### config.mk
export PLATFORM = sky130hd
export DESIGN_NAME = sfsram_osc_monitor
export DESIGN_NICKNAME = d
export VERILOG_FILES = /design/src/rtl/sfsram_osc_mon_pkg.sv /design/src/rtl/sfsram_osc_mon_sync.sv /design/src/rtl/sfsram_osc_monitor.sv
export SDC_FILE = /design/constraint.sdc
export NUM_CORES = 1
export LEC_CHECK = 0
export ABC_AREA = 1
export CELL_PAD_IN_SITES_DETAIL_PLACEMENT = 0
export CELL_PAD_IN_SITES_GLOBAL_PLACEMENT = 1
export CORE_ASPECT_RATIO = 1.25
export CORE_MARGIN = 1.5
export CORE_UTILIZATION = 46
export CTS_CLUSTER_DIAMETER = 200
export DETAILED_ROUTE_END_ITERATION = 6
export PLACE_DENSITY = 0.87
export SETUP_SLACK_MARGIN = 0.02
export SYNTH_ARGS = -nofsm -noshare
export SYNTH_HDL_FRONTEND = slang
export SYNTH_SLANG_ARGS = --single-unit
### constraint.sdc
create_clock -name CLK -period 6.55 [get_ports CLK]
set_input_delay 0.655 -clock CLK [delete_from_list [all_inputs] [get_ports CLK]]
set_output_delay 0.655 -clock CLK [all_outputs]
set_load 0.02 [all_outputs]
### src/rtl/sfsram_osc_mon_pkg.sv
`default_nettype none
// ============================================================================
//  Module   : sfsram_osc_mon_pkg
//  Brief    : Shared state encoding and default constants for the oscillator
//             health monitor.
//  Revision : 1.0 - initial release
// ============================================================================
package sfsram_osc_mon_pkg;

  // Monitor FSM states
  typedef enum logic [1:0] {
    ST_IDLE    = 2'd0,
    ST_ARM     = 2'd1,
    ST_MEASURE = 2'd2,
    ST_STUCK   = 2'd3
  } mon_state_e;

  // Default configuration
  localparam int unsigned DEF_WINDOW_EDGES = 16;
  localparam int unsigned DEF_CNT_W        = 24;
  localparam int unsigned DEF_MIN_CYCLES   = 720;
  localparam int unsigned DEF_MAX_CYCLES   = 880;
  localparam int unsigned DEF_STUCK_CYCLES = 200;
  localparam int unsigned DEF_ERR_W        = 8;

endpackage
`default_nettype wire

### src/rtl/sfsram_osc_mon_sync.sv
`default_nettype none
// ============================================================================
//  Module   : sfsram_osc_mon_sync
//  Brief    : Two-flop synchronizer for the asynchronous oscillator input
//             followed by a rising-edge detector producing a one-cycle pulse.
//  Revision : 1.0 - initial release
// ============================================================================
module sfsram_osc_mon_sync (
  input  logic clk,
  input  logic rst,
  input  logic d_in,
  output logic rise
);

  logic meta_q, meta_d;
  logic sync_q, sync_d;
  logic prev_q, prev_d;

  // Shift the raw input through the synchronizer and edge-history flop
  always_comb begin
    meta_d = d_in;
    sync_d = meta_q;
    prev_d = sync_q;
  end

  // Synchronizer and edge-history registers, cleared by reset
  always_ff @(posedge clk or posedge rst) begin
    if (rst) begin
      meta_q <= 1'b0;
      sync_q <= 1'b0;
      prev_q <= 1'b0;
    end else begin
      meta_q <= meta_d;
      sync_q <= sync_d;
      prev_q <= prev_d;
    end
  end

  assign rise = sync_q & ~prev_q;

endmodule
`default_nettype wire

### src/rtl/sfsram_osc_monitor.sv
`default_nettype none
// ============================================================================
//  Module   : sfsram_osc_monitor
//  Brief    : Measures an on-chip oscillator period against the fabric clock
//             over back-to-back windows of rising edges; reports the count,
//             an in-range flag, a stuck flag and a saturating error count.
//  Revision : 1.0 - initial release
// ============================================================================
module sfsram_osc_monitor
  import sfsram_osc_mon_pkg::*;
#(
  parameter int unsigned WINDOW_EDGES = DEF_WINDOW_EDGES,
  parameter int unsigned CNT_W        = DEF_CNT_W,
  parameter int unsigned MIN_CYCLES   = DEF_MIN_CYCLES,
  parameter int unsigned MAX_CYCLES   = DEF_MAX_CYCLES,
  parameter int unsigned STUCK_CYCLES = DEF_STUCK_CYCLES,
  parameter int unsigned ERR_W        = DEF_ERR_W
) (
  input  logic             CLK,
  input  logic             RESET,
  input  logic             ENABLE,
  input  logic             OSC_IN,
  output logic [CNT_W-1:0] PERIOD_COUNT,
  output logic             COUNT_VALID,
  output logic             FREQ_OK,
  output logic             OSC_STUCK,
  output logic [ERR_W-1:0] ERR_COUNT
);

  localparam int unsigned EDGE_W = $clog2(WINDOW_EDGES + 1);
  localparam int unsigned TMR_W  = $clog2(STUCK_CYCLES + 1);

  logic edge_pulse;

  sfsram_osc_mon_sync u_sync (
    .clk  (CLK),
    .rst  (RESET),
    .d_in (OSC_IN),
    .rise (edge_pulse)
  );

  mon_state_e       state_q, state_d;
  logic [CNT_W-1:0] cyc_q, cyc_d;
  logic [EDGE_W-1:0] edges_q, edges_d;
  logic [TMR_W-1:0] timer_q, timer_d;
  logic [CNT_W-1:0] period_q, period_d;
  logic             valid_q, valid_d;
  logic             freq_ok_q, freq_ok_d;
  logic             stuck_q, stuck_d;
  logic [ERR_W-1:0] err_q, err_d;

  // Saturating increments, window-close and stuck-timeout conditions.
  // cyc_inc is also the elapsed count at a closing edge, since the
  // counter starts from zero in the cycle after the opening edge.
  logic [CNT_W-1:0] cyc_inc;
  logic [ERR_W-1:0] err_inc;
  logic             in_range;
  logic             last_edge;
  logic             timer_expire;

  // Derive saturating increments and compare results
  always_comb begin
    cyc_inc      = (cyc_q == '1) ? cyc_q : cyc_q + 1'b1;
    err_inc      = (err_q == '1) ? err_q : err_q + 1'b1;
    in_range     = (cyc_inc != '1) &&
                   (cyc_inc >= CNT_W'(MIN_CYCLES)) &&
                   (cyc_inc <= CNT_W'(MAX_CYCLES));
    last_edge    = (edges_q == EDGE_W'(WINDOW_EDGES - 1));
    // Timer reaches STUCK_CYCLES on this cycle if no edge arrives
    timer_expire = (timer_q == TMR_W'(STUCK_CYCLES - 1));
  end

  // Next-state and output logic; ENABLE low overrides every state
  always_comb begin
    state_d   = state_q;
    cyc_d     = cyc_q;
    edges_d   = edges_q;
    timer_d   = timer_q;
    period_d  = period_q;
    valid_d   = 1'b0;
    freq_ok_d = freq_ok_q;
    stuck_d   = stuck_q;
    err_d     = err_q;
    if (!ENABLE) begin
      state_d   = ST_IDLE;
      cyc_d     = '0;
      edges_d   = '0;
      timer_d   = '0;
      freq_ok_d = 1'b0;
      stuck_d   = 1'b0;
    end else begin
      unique case (state_q)
        ST_IDLE: begin
          cyc_d   = '0;
          edges_d = '0;
          timer_d = '0;
          state_d = ST_ARM;
        end
        ST_ARM, ST_MEASURE: begin
          if (state_q == ST_MEASURE) cyc_d = cyc_inc;
          if (edge_pulse) begin
            // An edge always wins over a simultaneous stuck timeout
            timer_d = '0;
            if (state_q == ST_MEASURE && last_edge) begin
              period_d  = cyc_inc;
              valid_d   = 1'b1;
              freq_ok_d = in_range;
              if (!in_range) err_d = err_inc;
            end
            if (state_q == ST_MEASURE && !last_edge) begin
              edges_d = edges_q + 1'b1;
            end else begin
              // Opening (or closing-and-reopening) edge starts a new window
              cyc_d   = '0;
              edges_d = '0;
            end
            state_d = ST_MEASURE;
          end else if (timer_expire) begin
            state_d   = ST_STUCK;
            stuck_d   = 1'b1;
            freq_ok_d = 1'b0;
            err_d     = err_inc;
          end else begin
            timer_d = timer_q + 1'b1;
          end
        end
        ST_STUCK: begin
          if (edge_pulse) begin
            stuck_d = 1'b0;
            cyc_d   = '0;
            edges_d = '0;
            timer_d = '0;
            state_d = ST_MEASURE;
          end
        end
        default: state_d = ST_IDLE;
      endcase
    end
  end

  // State, counter and output registers
  always_ff @(posedge CLK or posedge RESET) begin
    if (RESET) begin
      state_q   <= ST_IDLE;
      cyc_q     <= '0;
      edges_q   <= '0;
      timer_q   <= '0;
      period_q  <= '0;
      valid_q   <= 1'b0;
      freq_ok_q <= 1'b0;
      stuck_q   <= 1'b0;
      err_q     <= '0;
    end else begin
      state_q   <= state_d;
      cyc_q     <= cyc_d;
      edges_q   <= edges_d;
      timer_q   <= timer_d;
      period_q  <= period_d;
      valid_q   <= valid_d;
      freq_ok_q <= freq_ok_d;
      stuck_q   <= stuck_d;
      err_q     <= err_d;
    end
  end

  assign PERIOD_COUNT = period_q;
  assign COUNT_VALID  = valid_q;
  assign FREQ_OK      = freq_ok_q;
  assign OSC_STUCK    = stuck_q;
  assign ERR_COUNT    = err_q;

endmodule
`default_nettype wire

==> Flow_metrics.wiki <==
{| class="wikitable"
! Metric !! Value
|-
| Hold buffers post-CTS || 0
|-
| Sequential element share of the synthesized area || 41.80%
|-
| Data arrival time of the critical path || 3.69 ns
|-
| Post-synth cell types || 37
|-
| Worst slew margin relative to its limit || 23.83%
|-
| Share of post-route cells with drive strength above 1 || 6.042%
|-
| Startpoint Class || flip-flop
|-
| N_diodes || 0
|-
| Syn_nets || 638
|-
| Type of destination of the critical path || flip-flop
|-
| Remaining antenna violation count || 0
|-
| Measured slew at the worst slew-check pin || 1.141 ns
|-
| Full die area || 10630 um2
|-
| Final total negative setup slack || 0 ns
|-
| Peak supply drop || 0.1947 mV
|-
| H-tree Lvls || 3
|-
| Final critical-path share of the clock period || 52.52%
|-
| Number of buffers inserted during clock tree synthesis || 9
|-
| Setup repair after global routing missed its margin || no
|-
| 1st-iter DRT viols || 379
|-
| Worst endpoint required time || 6.80 ns
|-
| First-pass GRT wire length || 21.46 mm
|-
| Max Fclk || 290.7 MHz
|-
| GRT Total Usage || 26.35%
|-
| Yosys Warn Count || 0
|-
| Leakage || 2.407 nW
|-
| Y dimension of the die || 114.9 um
|-
| Drt drc || 0
|-
| Final-report max-slew violation count || 0
|-
| Worst setup slack before clock tree synthesis || 3.155 ns
|-
| Vias || 4433
|-
| Number of antenna violations at the first check in global routing || 0
|-
| Number of maximum-capacitance violations || 0
|-
| Number of instances in the synthesized netlist || 626
|-
| Clock-pin slew on the worst setup and hold paths || 0.06 ns
|-
| Largest net degree at the start of global routing || 78
|-
| Avg Cell Area, Syn || 7.363 um2
|-
| Final std cells w/o fill || 788
|-
| Final routed wirelength across all metal layers || 13.15 mm
|-
| Post-CTS Setup Bufs || 0
|-
| Area of the mapped netlist || 4609 um2
|-
| Peak fanout along the critical path || 29
|-
| Clock latency on the worst-skew pair || 0.34 ns
|-
| Sum of overflow across all layers after global routing || 0
|-
| PostCTS Resize Cnt || 0
|-
| Total core area || 9659 um2
|-
| Clock root cell || sky130_fd_sc_hd__clkbuf_16
|-
| P&R area growth vs syn || 17.02%
|-
| Main synth FF type || sky130_fd_sc_hd__dfrtp_1
|-
| Setup violators final || 0
|-
| Setup clock skew after layout || 0.005671 ns
|-
| Post-layout total power || 1.578 mW
|-
| Flip-flop and latch count after synthesis || 77
|-
| Async set-or-reset flop fraction in the synthesized netlist || 100.0%
|-
| Placed wire-length estimate after detailed placement || 9.383 mm
|-
| Share of the core filled with cells || 55.84%
|-
| Number of top-level pins || 39
|-
| Outcome || finished, final reports clean
|-
| DR vias/cell || 5.626
|-
| Width of the die || 92.54 um
|-
| Num Clock Sinks || 77
|-
| CTS tree || yes
|-
| Number of buffers inserted by port buffering || 38
|-
| Final setup slack of the worst path || 3.110 ns
|-
| Post-route minimum period || 3.440 ns
|-
| Number of iterations in the first detailed-routing pass || 6
|-
| Placer congestion estimate || 0.9291
|-
| Minimum setup slack among reg-to-reg paths || 3.11 ns
|-
| Worst hold path class || reg -> reg
|-
| Worst Setup Path Type || reg -> reg
|-
| Number of instances in the placed design || 773
|-
| Clock buffer depth || 2
|-
| Vias in the first global route || 4174
|-
| Count of flip-flops with a built-in enable after synthesis || 0
|-
| Post-layout nets || 670
|-
| Routed WL per cell || 16.69 um
|-
| Effective utilization at floorplan || 47.72%
|-
| Pwr dens || 292.5 nW/um2
|-
| Number of placement rows || 40
|-
| Final Hold Vio Count || 0
|}
-- critical path, cell delays in order (launching register included) --
cell                       delay, ns
sky130_fd_sc_hd__dfrtp_1        0.41
sky130_fd_sc_hd__inv_1          0.09
sky130_fd_sc_hd__ha_1           0.71
sky130_fd_sc_hd__inv_1          0.72
sky130_fd_sc_hd__nor2_1         0.23
sky130_fd_sc_hd__nand2_1        0.11
sky130_fd_sc_hd__inv_1          0.15
sky130_fd_sc_hd__nor2_1         0.06
sky130_fd_sc_hd__buf_4          0.22
sky130_fd_sc_hd__clkinv_1       0.25
sky130_fd_sc_hd__o21ai_0        0.14
sky130_fd_sc_hd__o31ai_1        0.25
-- area by class of cell --
type	count	area, um2
clock buffers	9	225.2
clock inverters	6	88.84
fillers	941	4265
inverters	69	260.3
multi-input cells	460	2332
flip-flops and latches	77	1927
well taps	126	157.7
repair buffers	41	402.9
-- report_power, final --
part           leakage [nW]  total [mW]  switching (mW)  internal [mW]
combinational          1.20       0.469           0.331          0.138
clock                 0.147       0.534           0.202          0.331
sequential             1.06       0.575          0.0551          0.520
total                  2.41        1.58           0.588          0.990
-- metrics by stage --
stage,area [um2],hold slack [ns]
floorplan,4609,0.3312
global placement,5080,0.3394
detailed placement,5080,0.3418
CTS,5394,0.3560
global route,5394,0.3629
finish,5394,0.3521
-- cell families (layout without fill, tap and decap cells) --
| kind of cell | Yosys count | after routing | share of synthesized area, % |
|---|---|---|---|
| buffers and inverters | 89 | 125 | 7.763 |
| AND/OR/NAND/NOR | 335 | 335 | 31.46 |
| AO/OA/AOI/OAI | 103 | 103 | 14.12 |
| XOR/XNOR | 13 | 13 | 2.470 |
| adder cells (fa/ha/maj) | 8 | 8 | 2.172 |
| multiplexers | 1 | 1 | 0.2172 |
| flip-flops | 77 | 77 | 41.80 |
-- routing by layer --
layer  vias up  wire length, um  global-route usage, %
met5         -                0                      0
met4         0              390                  12.82
met3        32              595                  4.233
met2       153             6515                  44.46
met1      2108             5651                  32.81
li1       2140                -                      -
-- registers in the layout, indices dropped and copies added, names as in the netlist, 2 cells and up --
| name | cells |
|---|---|
| timer_q | 8 |
| state_q | 2 |
| cyc_q | 24 |
| edges_q | 5 |
| ERR_COUNT | 8 |
| PERIOD_COUNT | 24 |
-- placed cells by master (no fill, tap or decap), types with 11 or more instances in the layout --
cell | synthesis | layout
sky130_fd_sc_hd__a21oi_1 | 16 | 16
sky130_fd_sc_hd__a31oi_1 | 13 | 13
sky130_fd_sc_hd__clkdlybuf4s50_1 | 0 | 38
sky130_fd_sc_hd__dfrtp_1 | 77 | 77
sky130_fd_sc_hd__inv_1 | 66 | 65
sky130_fd_sc_hd__nand2_1 | 160 | 160
sky130_fd_sc_hd__nand3_1 | 52 | 52
sky130_fd_sc_hd__nand4_1 | 13 | 13
sky130_fd_sc_hd__nor2_1 | 85 | 84
sky130_fd_sc_hd__o21ai_0 | 38 | 38
sky130_fd_sc_hd__o32ai_1 | 12 | 12
sky130_fd_sc_hd__xor2_1 | 11 | 11
-- synthesized netlist by cell type, drive strengths merged, types with 3 or more instances --
| master | count | share of area [%] |
|---|---|---|
| o32ai | 12 | 2.3 |
| inv | 67 | 5.5 |
| nand4 | 13 | 1.8 |
| xor2 | 11 | 2.1 |
| nand3 | 53 | 6.0 |
| o21ai | 39 | 4.2 |
| o211ai | 5 | 0.81 |
| ha | 8 | 2.2 |
| a31oi | 13 | 1.8 |
| dfrtp | 77 | 42 |
| nand2 | 168 | 14 |
| a21oi | 16 | 1.7 |
| a32o | 3 | 0.65 |
| buf | 4 | 0.84 |
| nor2 | 93 | 8.3 |
| nor3 | 4 | 0.43 |
| clkbuf | 16 | 1.3 |
| o31ai | 6 | 0.98 |
| a211oi | 4 | 0.65 |
-- final timing paths --
path,to,start,cells past startpoint
max in group asynchronous,timer_q[4]$_DFFE_PP0P_,RESET,3
min in group asynchronous,PERIOD_COUNT[9]$_DFFE_PP0P_,RESET,3
worst max register to register,cyc_q[2]$_DFFE_PP0P_,state_q[0]$_DFFE_PP0P_,11
worst max-delay path,cyc_q[2]$_DFFE_PP0P_,state_q[0]$_DFFE_PP0P_,11
worst min register to register,u_sync.prev_d$_DFF_PP0_,u_sync.meta_q$_DFF_PP0_,0
worst min-delay path,u_sync.prev_d$_DFF_PP0_,u_sync.meta_q$_DFF_PP0_,0
(Power assumes the default switching activity.)
